$ cat src/rtl/fetch_unit.sv
// Instruction-fetch stage: owns the PC, addresses the combinational instruction
// memory and registers the returned instruction into a valid/ready IF/ID slot.
`ifndef MEM_ADDR_WIDTH
`define MEM_ADDR_WIDTH 8
`endif
`ifndef WORD_WIDTH
`define WORD_WIDTH 32
`endif

module fetch_unit #(
  parameter int                PC_WIDTH   = 32,
  parameter int                addr_width = `MEM_ADDR_WIDTH,
  parameter int                word_width = `WORD_WIDTH,
  parameter logic [PC_WIDTH-1:0] RESET_PC = '0
) (
  input  logic                  clk,
  input  logic                  rst_n,
  input  logic                  fetch_en,
  output logic [addr_width-1:0] imem_addr,
  input  logic [word_width-1:0] imem_inst,
  input  logic                  redirect_valid,
  input  logic [PC_WIDTH-1:0]   redirect_pc,
  output logic                  out_valid,
  input  logic                  out_ready,
  output logic [word_width-1:0] out_inst,
  output logic [PC_WIDTH-1:0]   out_pc,
  output logic                  fetch_fault,
  output logic [PC_WIDTH-1:0]   fault_pc
);

  typedef enum logic [1:0] {
    IDLE  = 2'd0,
    RUN   = 2'd1,
    FAULT = 2'd2
  } state_t;

  state_t state, next_state;

  logic [PC_WIDTH-1:0] pc;
  logic accept;
  logic misaligned;
  logic do_capture, do_redirect, do_fault, do_drain;

  assign imem_addr  = pc[addr_width+1:2];
  assign accept     = !out_valid || out_ready;
  assign misaligned = (redirect_pc[1:0] != 2'b00);

  always_ff @(posedge clk) begin
    if (!rst_n) state <= IDLE;
    else        state <= next_state;
  end

  // Redirects outrank capture; a misaligned target parks the stage in FAULT.
  always_comb begin
    next_state  = state;
    do_capture  = 1'b0;
    do_redirect = 1'b0;
    do_fault    = 1'b0;
    do_drain    = 1'b0;
    case (state)
      IDLE: begin
        if (redirect_valid && misaligned) begin
          do_fault   = 1'b1;
          next_state = FAULT;
        end else begin
          if (redirect_valid) do_redirect = 1'b1;
          else                do_drain    = out_ready;
          if (fetch_en) next_state = RUN;
        end
      end
      RUN: begin
        if (redirect_valid && misaligned) begin
          do_fault   = 1'b1;
          next_state = FAULT;
        end else if (redirect_valid) begin
          do_redirect = 1'b1;
          if (!fetch_en) next_state = IDLE;
        end else if (!fetch_en) begin
          do_drain   = out_ready;
          next_state = IDLE;
        end else if (accept) begin
          do_capture = 1'b1;
        end
      end
      FAULT: next_state = FAULT;
      default: next_state = IDLE;
    endcase
  end

  always_ff @(posedge clk) begin
    if (!rst_n) begin
      pc          <= RESET_PC;
      out_valid   <= 1'b0;
      out_inst    <= '0;
      out_pc      <= '0;
      fetch_fault <= 1'b0;
      fault_pc    <= '0;
    end else if (do_fault) begin
      fetch_fault <= 1'b1;
      fault_pc    <= redirect_pc;
      out_valid   <= 1'b0;
    end else if (do_redirect) begin
      pc        <= redirect_pc;
      out_valid <= 1'b0;
    end else if (do_capture) begin
      out_inst  <= imem_inst;
      out_pc    <= pc;
      out_valid <= 1'b1;
      pc        <= pc + PC_WIDTH'(4);
    end else if (do_drain) begin
      out_valid <= 1'b0;
    end
  end

endmodule
$ cat config.mk
export PLATFORM = sky130hd
export DESIGN_NAME = fetch_unit
export DESIGN_NICKNAME = d
export VERILOG_FILES = /design/src/rtl/fetch_unit.sv
export SDC_FILE = /design/constraint.sdc
export NUM_CORES = 1
export LEC_CHECK = 0
export ABC_AREA = 1
export CORE_AREA = 10 10 118 120
export CTS_CLUSTER_SIZE = 20
export DETAILED_ROUTE_END_ITERATION = 12
export DIE_AREA = 0 0 128 130
export GPL_ROUTABILITY_DRIVEN = 0
export PLACE_DENSITY_LB_ADDON = 0.08
export SYNTH_ARGS = -nofsm -noshare
export SYNTH_HDL_FRONTEND = slang
export SYNTH_SLANG_ARGS = --single-unit
$ cat constraint.sdc
create_clock -name clk -period 4.15 [get_ports clk]
set_clock_uncertainty 0.15 [all_clocks]
set_input_delay 0.415 -clock clk [delete_from_list [all_inputs] [get_ports clk]]
set_output_delay 0.415 -clock clk [all_outputs]
set_load 0.02 [all_outputs]
# == After elaboration in Yosys (flattened, before gate mapping) ==
# Index checks and enable logic that the tools add are counted.
# word_totals
reg_bits,132
input_bits,69
out_inout_bits,106
wordCells,52
# classes
n_addsub,1
eq_ne,4
mux,25
bitwise,3
n_reduce_logical,12
# op_table
cell,count
2-to-1 mux 32 bit,2
"adder 32 x 3 -> 32 bit, second input constant",1
2-to-1 mux 1 bit,17
2-to-1 mux 2 bit,4
"inequality test 3 bit, second input constant",2
case mux 2 bit (3 select lines),1
nonzero test 2 bit,3
AND reduction 2 bit,2
inverter 1 bit,3
AND reduction 3 bit,1
OR reduction 3 bit,1
"equality test 2 x 1 -> 1 bit, second input constant",1
"equality test 2 bit, second input constant",1
zero test 2 bit,1
case mux 1 bit (2 select lines),1
OR reduction 2 bit,1
logical AND 1 bit,1
zero test 1 bit,1
logical OR 1 bit,1

# == Logic depth before layout (Yosys ltp) ==
# Gate-level depths: netlist (run 1).
# logic_depth
word_depth,9
depth_mapped,10
depth_no_buf,10

# == Least setup slack after synthesis (run 1) ==
# No wires, ideal clock.
# synth_timing
path_kind,register -> register
startpoint,register pc[2]
endpoint,register pc[26]
setup_time_ns,0.109
t_arrival_ns,1.311
t_required_ns,3.891
path_slack_ns,2.580
path_stages_with_launch,11
n_path_buf,0
period_less_slack_ns,1.570
cell_sequence,dfxtp_1 > ha_1 > nand2_2 > nor2_4 > nand2_4 > nor2_8 > nand2_1 > nand2_1 > nand3_1 > nand2_1 > inv_1
# synth_between
elab_chain_cells,3
# synth_rtl
element,line,source
from (decl),39,logic [PC_WIDTH-1:0] pc;
from (signal assigned),103,pc <= redirect_pc;
from (signal assigned),109,pc <= pc + PC_WIDTH'(4);
adder 32 x 3 -> 32 bit,109,
2-to-1 mux 32 bit,105,end else if (do_capture) begin
2-to-1 mux 32 bit,102,end else if (do_redirect) begin
# No other way between the ends. The select of a mux whose other input is x is not followed.
# A chain may end at the register's enable or synchronous reset.

# == Worst setup path in the final report (run 1) ==
# layout_timing
startpoint,input redirect_valid
endpoint,register pc[4]
# layout_between
elab_chain_cells,5
word_cells_on_any_way,13
classes_between,mux (9); bitwise (1); reduce/logical (3)
# layout_rtl
element,line,source
from (decl),21,"input logic redirect_valid,"
2-to-1 mux 1 bit (tied with other cells),75,end else if (redirect_valid) begin
2-to-1 mux 1 bit (on tied branches),"72, 62",
2-to-1 mux 1 bit (on tied branches),--,
nonzero test 2 bit (no line) or inverter 1 bit (tied branches),--,
AND reduction 2 bit (no line),--,
# Several ways; a longest one is shown, not always the timed one.

==> run metrics, run 1 <==
status=complete, no violations; CORE AREA=approximately 12000 um^2; Worst Setup Start Kind=input pin; fin. max-slew vios=0; post-synthesis area per instance=7.140 um^2; # port buffers=174; Clock Path Buffers=2; grt ovf=0; critical path class=in -> reg; worst-path cell chain=clkdlybuf4s50_1 > nor2_2 > nand4_4 > nand2_1 > inv_2 > nand2_1 > o211ai_1 > nand2_1 > inv_1; Req. time, crit path=4.31 ns; Die Area=16640 um^2; slew margin rel.=0.4469; Total GRT Usage=0.2169; Ports=175; crit path DAT=2.52 ns; Skew-Pair Late Insertion Delay=0.42 ns; placed instance count=1075; mean routed wirelength per cell=between 15 and 20 um; yosys warns=0; Peak VDD IR=0.3046 mV; Starting Density=0.4834; largest family of logic cells by synthesized area=simple AND/OR/NAND/NOR gates; DRT Wirelength=17860 um; CP peak stage delay=0.56 ns; cts bufs inserted=17; Die Wd=roughly 130 um; Synth Area in Compound Gates=0.1593; Initial DRT Pass Iterations=5; # fillers=around 1100; CP Buf/Inv Count=3; final core occ=0.6822; DR iter-0 viols=403; DRC errors left=0; die span in y=roughly 130 um; Fmax=424.2 MHz; Synth Area in XOR/XNOR=0.01215; final critical-path share of the clock period=0.5680; CTS tree=built; minimum clock period=around 2.4 ns; cts repair resizes=0; Synth Instances=793; placed wire-length estimate=13090 um; Tot Pwr=around 3100 uW; CTS H-tree lvls=4; commonest cells after routing, fill and taps aside=286 x nand2_1, 174 x clkdlybuf4s50_1, 132 x dfxtp_1; Routed Antenna Nets=0; Reg area=around 2600 um^2; Post-Synth Simple-Gate Area=0.2804; Critical Path Fanout Max=24; commonest non-fill, non-tap cell in the layout=nand2_1; RSZ-0062 raised after global routing=false; critical path's slowest cell=nand2_1; CTS Sinks=approximately 130; floorplan row count=40; CTS Root Cell=clkbuf_16; setup tns final=0 ns; pwr dens=between 300 and 400 nW/um^2; final non-filler cell total=1107; number of synthesized register bits=between 100 and 150; vias in the first global route=5697; post-synthesis mux area share=0; CP dominant cell by count=nand2_1; Worst-path clk slew=0.05 ns; Final setup viols=0; Worst-Margin Slew=just over 0.8 ns; endpoints failing hold=0; initial antenna violation count=0; pin count of the biggest net entering global routing=48; Mapped Area=approximately 5700 um^2; Max Cap Violations=0; Layout Nets=approximately 1000; Lkg Pwr=0.002885 uW; sequential-to-total area share from yosys stat=0.4667; total area of multi-input combinational cells=around 2600 um^2; Post-CTS Setup Bufs=0; share of layout cells above drive strength 1=0.06882; Worst setup EP type=flop; syn nets=863; Hold Crit Class=reg -> reg; first-pass GRT wire length=29150 um; Via density=between 5 and 6; Vias=5646; CP top delay family=simple AND/OR/NAND/NOR gates; adder-cell share of the synthesized area=0.002210; library cells used by synthesis=33; Post-CTS Hold Buffers=0; Area Overhead vs Synth=41.10%
==> per-stage QoR <==
step / hold WS (ns) / instance area [um^2] / setup WS, ns
6_report: 0.2998 / 7989 / 1.793
5_1_grt: 0.3232 / 7986 / 1.571
4_1_cts: 0.2999 / 7986 / 1.785
3_5_place_dp: 0.2926 / 7410 / 1.377
3_3_place_gp: 0.2829 / 7410 / 1.436
2_1_floorplan: 0.2660 / 5662 / 2.580
==> sequential cells by signal (all words and copies together) (netlist names) <==
name,flops
state,2
pc,32
out_valid,1
fault_pc,32
out_inst,32
out_pc,32
fetch_fault,1
==> report_power, final <==
| group | internal [uW] | total, uW | switching, uW |
|---|---|---|---|
| Clock | 930 | 1450 | 520 |
| Combinational | 147 | 318 | 171 |
| Sequential | 1310 | 1340 | 30.9 |
==> area by class of cell <==
class,instances,area share
well taps,147,0.02302
multi-input cells,558,0.3218
clock inverters,3,0.005012
repair buffers,182,0.2255
clock buffers,28,0.06719
flip-flops and latches,132,0.3308
inverters,56,0.02631
diodes,1,0.0003132
==> per-layer routing <==
metal,global-route usage,vias up,share of wire
li1,-,2842,-
met1,0.2484,2594,0.41
met3,0.1087,21,0.11
met2,0.3458,189,0.47
met4,0.07152,0,0.017
met5,0,-,0
==> cells in the mapped netlist (all sizes together) <==
cell type / count / area [um^2]
nand4: 3 / 33.78
clkbuf: 18 / 67.56
inv: 56 / 210.2
and2: 1 / 6.260
o21ai: 44 / 220.2
buf: 29 / 170.2
o211ai: 2 / 15.01
xor2: 4 / 42.55
nor3: 3 / 15.01
a21oi: 122 / 618.1
nand2: 292 / 1116
or2: 1 / 6.260
o211a: 1 / 10.01
nor2: 46 / 255.3
o21a: 1 / 7.510
nand3: 27 / 140.1
dfxtp: 132 / 2643
ha: 1 / 12.51
xnor2: 3 / 26.28
nand3b: 2 / 15.01
a31oi: 5 / 31.28
==> worst paths after layout <==
| path | from | cells after the start | slack, ns | endpoint |
|---|---|---|---|---|
| max | redirect_valid | 9 | 1.79 | pc[4] |
| max reg2reg | state[1] | 8 | 1.94 | pc[4] |
| min | pc[0] | 2 | 0.30 | pc[0] |
| min reg2reg | pc[0] | 2 | 0.30 | pc[0] |
==> cell families (layout without fill, tap and decap cells) <==
group,count (synthesis),count (layout)
other,0,1
adder cells (fa/ha/maj),1,1
AO/OA/AOI/OAI,175,175
AND/OR/NAND/NOR,375,375
XOR/XNOR,7,7
flip-flops,132,132
buffers and inverters,103,269
==> worst register-to-register path: stages, from the launching register on <==
cell and delay, ns:
dfxtp_1 0.32, nor2_2 0.17, nand4_4 0.33, nand2_1 0.57, inv_2 0.23, nand2_1 0.11
o211ai_1 0.09, nand2_1 0.09, inv_1 0.05
Note: power is estimated with default switching activity, not from simulation.
==> inputs of run 2 (changes only) <==
--- a/config.mk
+++ b/config.mk
@@ -6,10 +6,10 @@
 export NUM_CORES = 1
 export LEC_CHECK = 0
 export ABC_AREA = 1
-export CORE_AREA = 10 10 118 120
+export CORE_AREA = 10 10 121 123
 export CTS_CLUSTER_SIZE = 20
 export DETAILED_ROUTE_END_ITERATION = 12
-export DIE_AREA = 0 0 128 130
+export DIE_AREA = 0 0 131 133
 export GPL_ROUTABILITY_DRIVEN = 0
 export PLACE_DENSITY_LB_ADDON = 0.08
 export SYNTH_ARGS = -nofsm -noshare
==> constraint.sdc (replaced) <==
create_clock -name clk -period 2.36 [get_ports clk]
set_clock_uncertainty 0.15 [all_clocks]
set_input_delay 0.236 -clock clk [delete_from_list [all_inputs] [get_ports clk]]
set_output_delay 0.236 -clock clk [all_outputs]
set_load 0.02 [all_outputs]
==> run metrics, run 2 (synthesis gave the netlist of run 1 again) <==
DR iter-0 viols=382 (was 403); DRC errors left=0 (unchanged); Via density=4.986 (was 5.100); Clk pwr share=0.461 (was 0.467); setup tns final=0 ns (unchanged); total area of multi-input combinational cells=2571 um^2 (unchanged); Seq pwr share=0.434 (was 0.431); CTS Sinks=132 (unchanged); critical path class=reg -> out (was in -> reg); Ports=175 (unchanged); commonest non-fill, non-tap cell in the layout=nand2_1 (unchanged); Die Area=17420 um^2 (was 16640 um^2); Skew-Pair Late Insertion Delay=0.42 ns (about the same); DRT Wirelength=17870 um (was 17860 um); # fillers=1143 (was 1053); pin count of the biggest net entering global routing=101 (was 48); Clock Path Buffers=2 (unchanged); CTS tree=built (unchanged); Reg area=2643 um^2 (unchanged); Req. time, crit path=1.97 ns (was 4.31 ns); critical path's slowest cell=clkdlybuf4s50_1 (was nand2_1); cts bufs inserted=17 (unchanged); final critical-path share of the clock period=0.8307; slew margin rel.=0.6153 (was 0.4469); share of layout cells above drive strength 1=0.06972 (was 0.06882); Worst-path clk slew=0.05 ns (about the same); Post-CTS Setup Bufs=0 (unchanged); Lkg Pwr=0.002892 uW (was 0.002885 uW); Net Switching=1286 uW (was 721.7 uW); fin. max-slew vios=0 (unchanged); status=complete, no violations (unchanged); Worst-Margin Slew=0.5763 ns (was 0.8296 ns); Starting Density=0.4579 (was 0.4834); grt ovf=0 (unchanged); cts repair resizes=0 (unchanged); # port buffers=174 (unchanged); CP peak stage delay=0.67 ns (was 0.56 ns); commonest cells after routing, fill and taps aside=286 x nand2_1, 174 x clkdlybuf4s50_1, 132 x dfxtp_1 (unchanged); Combinational Power Share=0.105 (was 0.102); setup slack at placement=0.2785 ns (was 1.377 ns); initial antenna violation count=0 (unchanged); Post-CTS Hold Buffers=0 (unchanged); CTS H-tree lvls=4 (unchanged); CP Buf/Inv Count=1 (was 3); die span in y=133 um (was 130 um); pwr dens=675.3 nW/um^2 (was 389.1 nW/um^2); Total GRT Usage=0.2071 (was 0.2169); Initial DRT Pass Iterations=5 (unchanged); Vias=5649 (was 5646); P_int=4143 uW (was 2387 uW); endpoints failing hold=0 (unchanged); Switching Share=0.2369 (was 0.2322); vias in the first global route=5558 (was 5697); CTS Root Cell=clkbuf_16 (unchanged); Hold Crit Class=in -> reg (was reg -> reg); mean routed wirelength per cell=15.77 um (was 16.13 um); placed wire-length estimate=13040 um (was 13090 um); floorplan row count=41 (was 40); Layout Nets=1019 (was 1017); Fmax=510.1 MHz; CP top delay family=buffers and inverters (was simple AND/OR/NAND/NOR gates); worst hold slack=0.2163 ns (was 0.2998 ns); CORE AREA=12360 um^2 (was 11710 um^2); Critical Path Fanout Max=7 (was 24); Peak VDD IR=0.5091 mV (was 0.3046 mV); RSZ-0062 raised after global routing=false (unchanged); Worst setup EP type=primary output (was flop); worst-path cell chain=clkdlybuf4s50_1 (was clkdlybuf4s50_1 > nor2_2 > nand4_4 > nand2_1 > inv_2 > nand2_1 > o211ai_1 > nand2_1 > inv_1); minimum clock period=1.960 ns; Final setup viols=0 (unchanged); Die Wd=131 um (was 128 um); Area Overhead vs Synth=42.01% (was 41.10%); Routed Antenna Nets=0 (unchanged); setup ws final=0.3995 ns (was 1.793 ns); ant diodes=0 (was 1); first-pass GRT wire length=28710 um (was 29150 um); Max Cap Violations=0 (unchanged); Worst Setup Start Kind=flop (was input pin); crit path DAT=1.57 ns (was 2.52 ns)
## run 2: cell count changes in the layout (fill, tap and decap cells not counted)
| cell | change |
|---|---|
| buf_12 | +2 |
| clkbuf_8 | -2 |
| clkinv_2 | +2 |
| clkbuf_1 | +1 |
| diode_2 | -1 |
| inv_2 | -1 |
## run 2: final timing paths
check	startpoint	endpoint	slack, ns	cells after the start
min	imem_inst[25]	out_inst[25]	0.22	3
min reg2reg	pc[1]	pc[1]	0.29	2
max reg2reg	pc[2]	pc[30]	0.58	9
max	pc[4]	imem_addr[2]	0.40	1
## run 2: layer usage
metal / part of all wire / global-route usage / vias up
met5: 0 / 0 / -
met2: 0.48 / 0.3331 / 195
li1: - / - / 2848
met1: 0.40 / 0.2344 / 2585
met4: 0.016 / 0.07293 / 0
met3: 0.11 / 0.09628 / 21
## run 2: power by group through the flow
stage	Sequential [uW]	Combinational, uW	Clock (uW)
after floorplan	2450	212	0
after global placement	2400	563	0
after detailed placement	2400	568	0
after CTS	2360	572	2530
after global routing	2360	618	2630
final	2360	567	2500
## run 2: stage by stage
step,util,total power [uW],instances,area [um^2]
finish,0.6503,5429,1133,8040
global route,0.6503,5609,1133,8040
CTS,0.6503,5456,1133,8040
detailed placement,0.6052,2971,1102,7482
global placement,0.6052,2963,1102,7482
floorplan,-,2664,793,5662
## run 2: area by class of cell
type	count	area share
inverters	56	0.02630
well taps	172	0.02677
flip-flops and latches	132	0.3287
multi-input cells	558	0.3198
clock inverters	4	0.005602
repair buffers	184	0.2291
clock buffers	27	0.06380
==> inputs of run 3 (changes only) <==
--- a/config.mk
+++ b/config.mk
@@ -6,10 +6,10 @@
 export NUM_CORES = 1
 export LEC_CHECK = 0
 export ABC_AREA = 1
-export CORE_AREA = 10 10 121 123
+export CORE_AREA = 10 10 128 130
 export CTS_CLUSTER_SIZE = 20
 export DETAILED_ROUTE_END_ITERATION = 12
-export DIE_AREA = 0 0 131 133
+export DIE_AREA = 0 0 138 140
 export GPL_ROUTABILITY_DRIVEN = 0
 export PLACE_DENSITY_LB_ADDON = 0.08
 export SYNTH_ARGS = -nofsm -noshare
==> constraint.sdc (replaced) <==
create_clock -name clk -period 1.6 [get_ports clk]
set_clock_uncertainty 0.15 [all_clocks]
set_input_delay 0.16 -clock clk [delete_from_list [all_inputs] [get_ports clk]]
set_output_delay 0.16 -clock clk [all_outputs]
set_load 0.02 [all_outputs]
==> run metrics, run 3 (synthesis gave the netlist of run 1 again) <==
status=finished with violations (was complete, no violations); failing checks=setup timing; Fmax=608.6 MHz; Routed Antenna Nets=0 (unchanged); commonest cells after routing, fill and taps aside=276 x nand2_1, 119 x dfxtp_1, 115 x a21oi_1 (was 286 x nand2_1, 174 x clkdlybuf4s50_1, 132 x dfxtp_1); CTS Root Cell=clkbuf_16 (unchanged); # fillers=1278 (was 1143); total area of multi-input combinational cells=2736 um^2 (was 2571 um^2); vias in the first global route=5865 (was 5558); Die Area=19320 um^2 (was 17420 um^2); Total GRT Usage=0.1919 (was 0.2071); DRC errors left=0 (unchanged); setup slack at placement=-0.2119 ns (was 0.2785 ns); slew margin rel.=0.7729 (was 0.6153); Tot Pwr=8407 uW (was 5429 uW); DRT Wirelength=19800 um (was 17870 um); Ports=175 (unchanged); Peak VDD IR=0.7448 mV (was 0.5091 mV); initial antenna violation count=1 (was 0); crit path DAT=1.85 ns (was 1.57 ns); fin. max-slew vios=0 (unchanged); DR iter-0 viols=410 (was 382); Hold Crit Class=in -> reg (unchanged); CTS tree=built (unchanged); Via density=4.934 (was 4.986); Layout Nets=1069 (was 1019); Starting Density=0.4111 (was 0.4579); setup ws final=-0.04318 ns (was 0.3995 ns); Worst Setup Start Kind=flop (unchanged); ant diodes=0 (unchanged); minimum clock period=1.643 ns; Area Overhead vs Synth=52.77% (was 42.01%); CP top delay family=simple AND/OR/NAND/NOR gates (was buffers and inverters); placed wire-length estimate=14200 um (was 13040 um); worst-path cell chain=ha_4 > nand2_4 > nor2_4 > nand2_4 > nor2_8 > nand2_1 > nand2_1 > nand3_1 > a21oi_2 (was clkdlybuf4s50_1); worst r2r src=pc[2] (unchanged); Area after DPL=7908 um^2 (was 7482 um^2); Die Wd=138 um (was 131 um); Initial DRT Pass Iterations=6 (was 5); grt ovf=0 (unchanged); final critical-path share of the clock period=1.027; pwr dens=972.0 nW/um^2 (was 675.3 nW/um^2); Finished Cell Area=8650 um^2 (was 8040 um^2); pin count of the biggest net entering global routing=54 (was 101); CTS H-tree lvls=4 (unchanged); Worst-path clk slew=0.06 ns (was 0.05 ns); # port buffers=174 (unchanged); die span in y=140 um (was 133 um); Reg area=2661 um^2 (was 2643 um^2); Clock Path Buffers=2 (unchanged); CP Launch Point=pc[2] (was pc[4]); Lkg Pwr=0.003699 uW (was 0.002892 uW); Worst-Margin Slew=0.3371 ns (was 0.5763 ns); commonest non-fill, non-tap cell in the layout=nand2_1 (unchanged); Worst setup EP type=flop (was primary output); critical path's slowest cell=dfxtp_2 (was clkdlybuf4s50_1); endpoints failing hold=0 (unchanged); CP Buf/Inv Count=0 (was 1); share of layout cells above drive strength 1=0.1700 (was 0.06972); first-pass GRT wire length=30700 um (was 28710 um); CP peak stage delay=0.36 ns (was 0.67 ns); floorplan row count=43 (was 41); CTS Sinks=132 (unchanged); CORE AREA=13770 um^2 (was 12360 um^2); Final setup viols=4 (was 0); Critical Path Fanout Max=7 (unchanged); Req. time, crit path=1.80 ns (was 1.97 ns); Skew-Pair Late Insertion Delay=0.42 ns (about the same); critical path class=reg -> reg (was reg -> out); cts bufs inserted=17 (unchanged); Hold Path Origin=imem_inst[2] (was imem_inst[25]); mean routed wirelength per cell=16.61 um (was 15.77 um); Vias=5881 (was 5649); RSZ-0062 raised after global routing=true (was false); Max Cap Violations=0 (unchanged)
[run 3: cell types whose count changed in the layout (fill, tap and decap cells not counted), sizes merged, moves of 2 or more]
cell,previous run,this run
dlygate4sd2,0,100
clkinv,4,7
buf,10,58
clkinvlp,0,3
clkdlybuf4s15,0,5
bufinv,1,3
clkdlybuf4s50,174,68
clkbuf,27,21
[run 3: final cells by class]
class	instances	area share
Multi-Input combinational cell	559	0.3164
Tap cell	180	0.02604
Inverter	56	0.02503
Clock buffer	19	0.05237
Sequential cell	132	0.3077
Timing Repair Buffer	233	0.2546
Clock inverter	13	0.01794
[run 3: worst register-to-register path, stage by stage (launching register included)]
cell and delay (ns):
dfxtp_2 0.36, ha_4 0.16, nand2_4 0.06, nor2_4 0.16, nand2_4 0.14, nor2_8 0.22
nand2_1 0.07, nand2_1 0.06, nand3_1 0.08, a21oi_2 0.12
[run 3: metal layers]
layer | vias to the layer above | routed length [um] | share of wire | track usage
met5 | - | 13 | 0.00066 | 0
met4 | 2 | 399 | 0.020 | 0.06992
met3 | 35 | 1901 | 0.096 | 0.08688
met2 | 210 | 9500 | 0.48 | 0.3185
met1 | 2690 | 7983 | 0.40 | 0.2118
li1 | 2944 | - | - | -
[run 3: path summary, 6_finish.rpt]
check / endpoint / slack (ns) / depth (start not counted)
worst max-delay path: pc[22] / -0.04 / 9
worst min-delay path: out_inst[2] / 0.14 / 3
worst max register to register: pc[22] / -0.04 / 9
worst min register to register: pc[0] / 0.29 / 2
[run 3: what timing repair did]
item	in CTS	in global routing
hold buffers	0	0
setup endpoints to repair	118	42
gates resized for setup	117	61
setup buffers	3	3
cloned	0	2
pin swaps	5	18
[run 3: report_power, final]
| group | switching, uW | internal (uW) |
|---|---|---|
| sequential | 73.3 | 3390 |
| combinational | 485 | 418 |
| clock | 1510 | 2530 |
[run 3: through the flow]
step,setup TNS [ns],hold slack (ns),util,std cells
4_1_cts,0,0.1289,0.6123,1187
3_3_place_gp,-10.76,0.2801,0.5741,1152
6_report,-0.1029,0.1404,0.6280,1192
2_1_floorplan,0,0.1535,-,793
3_5_place_dp,-15.70,0.2887,0.5741,1152
5_1_grt,-0.9053,0.1341,0.6280,1192
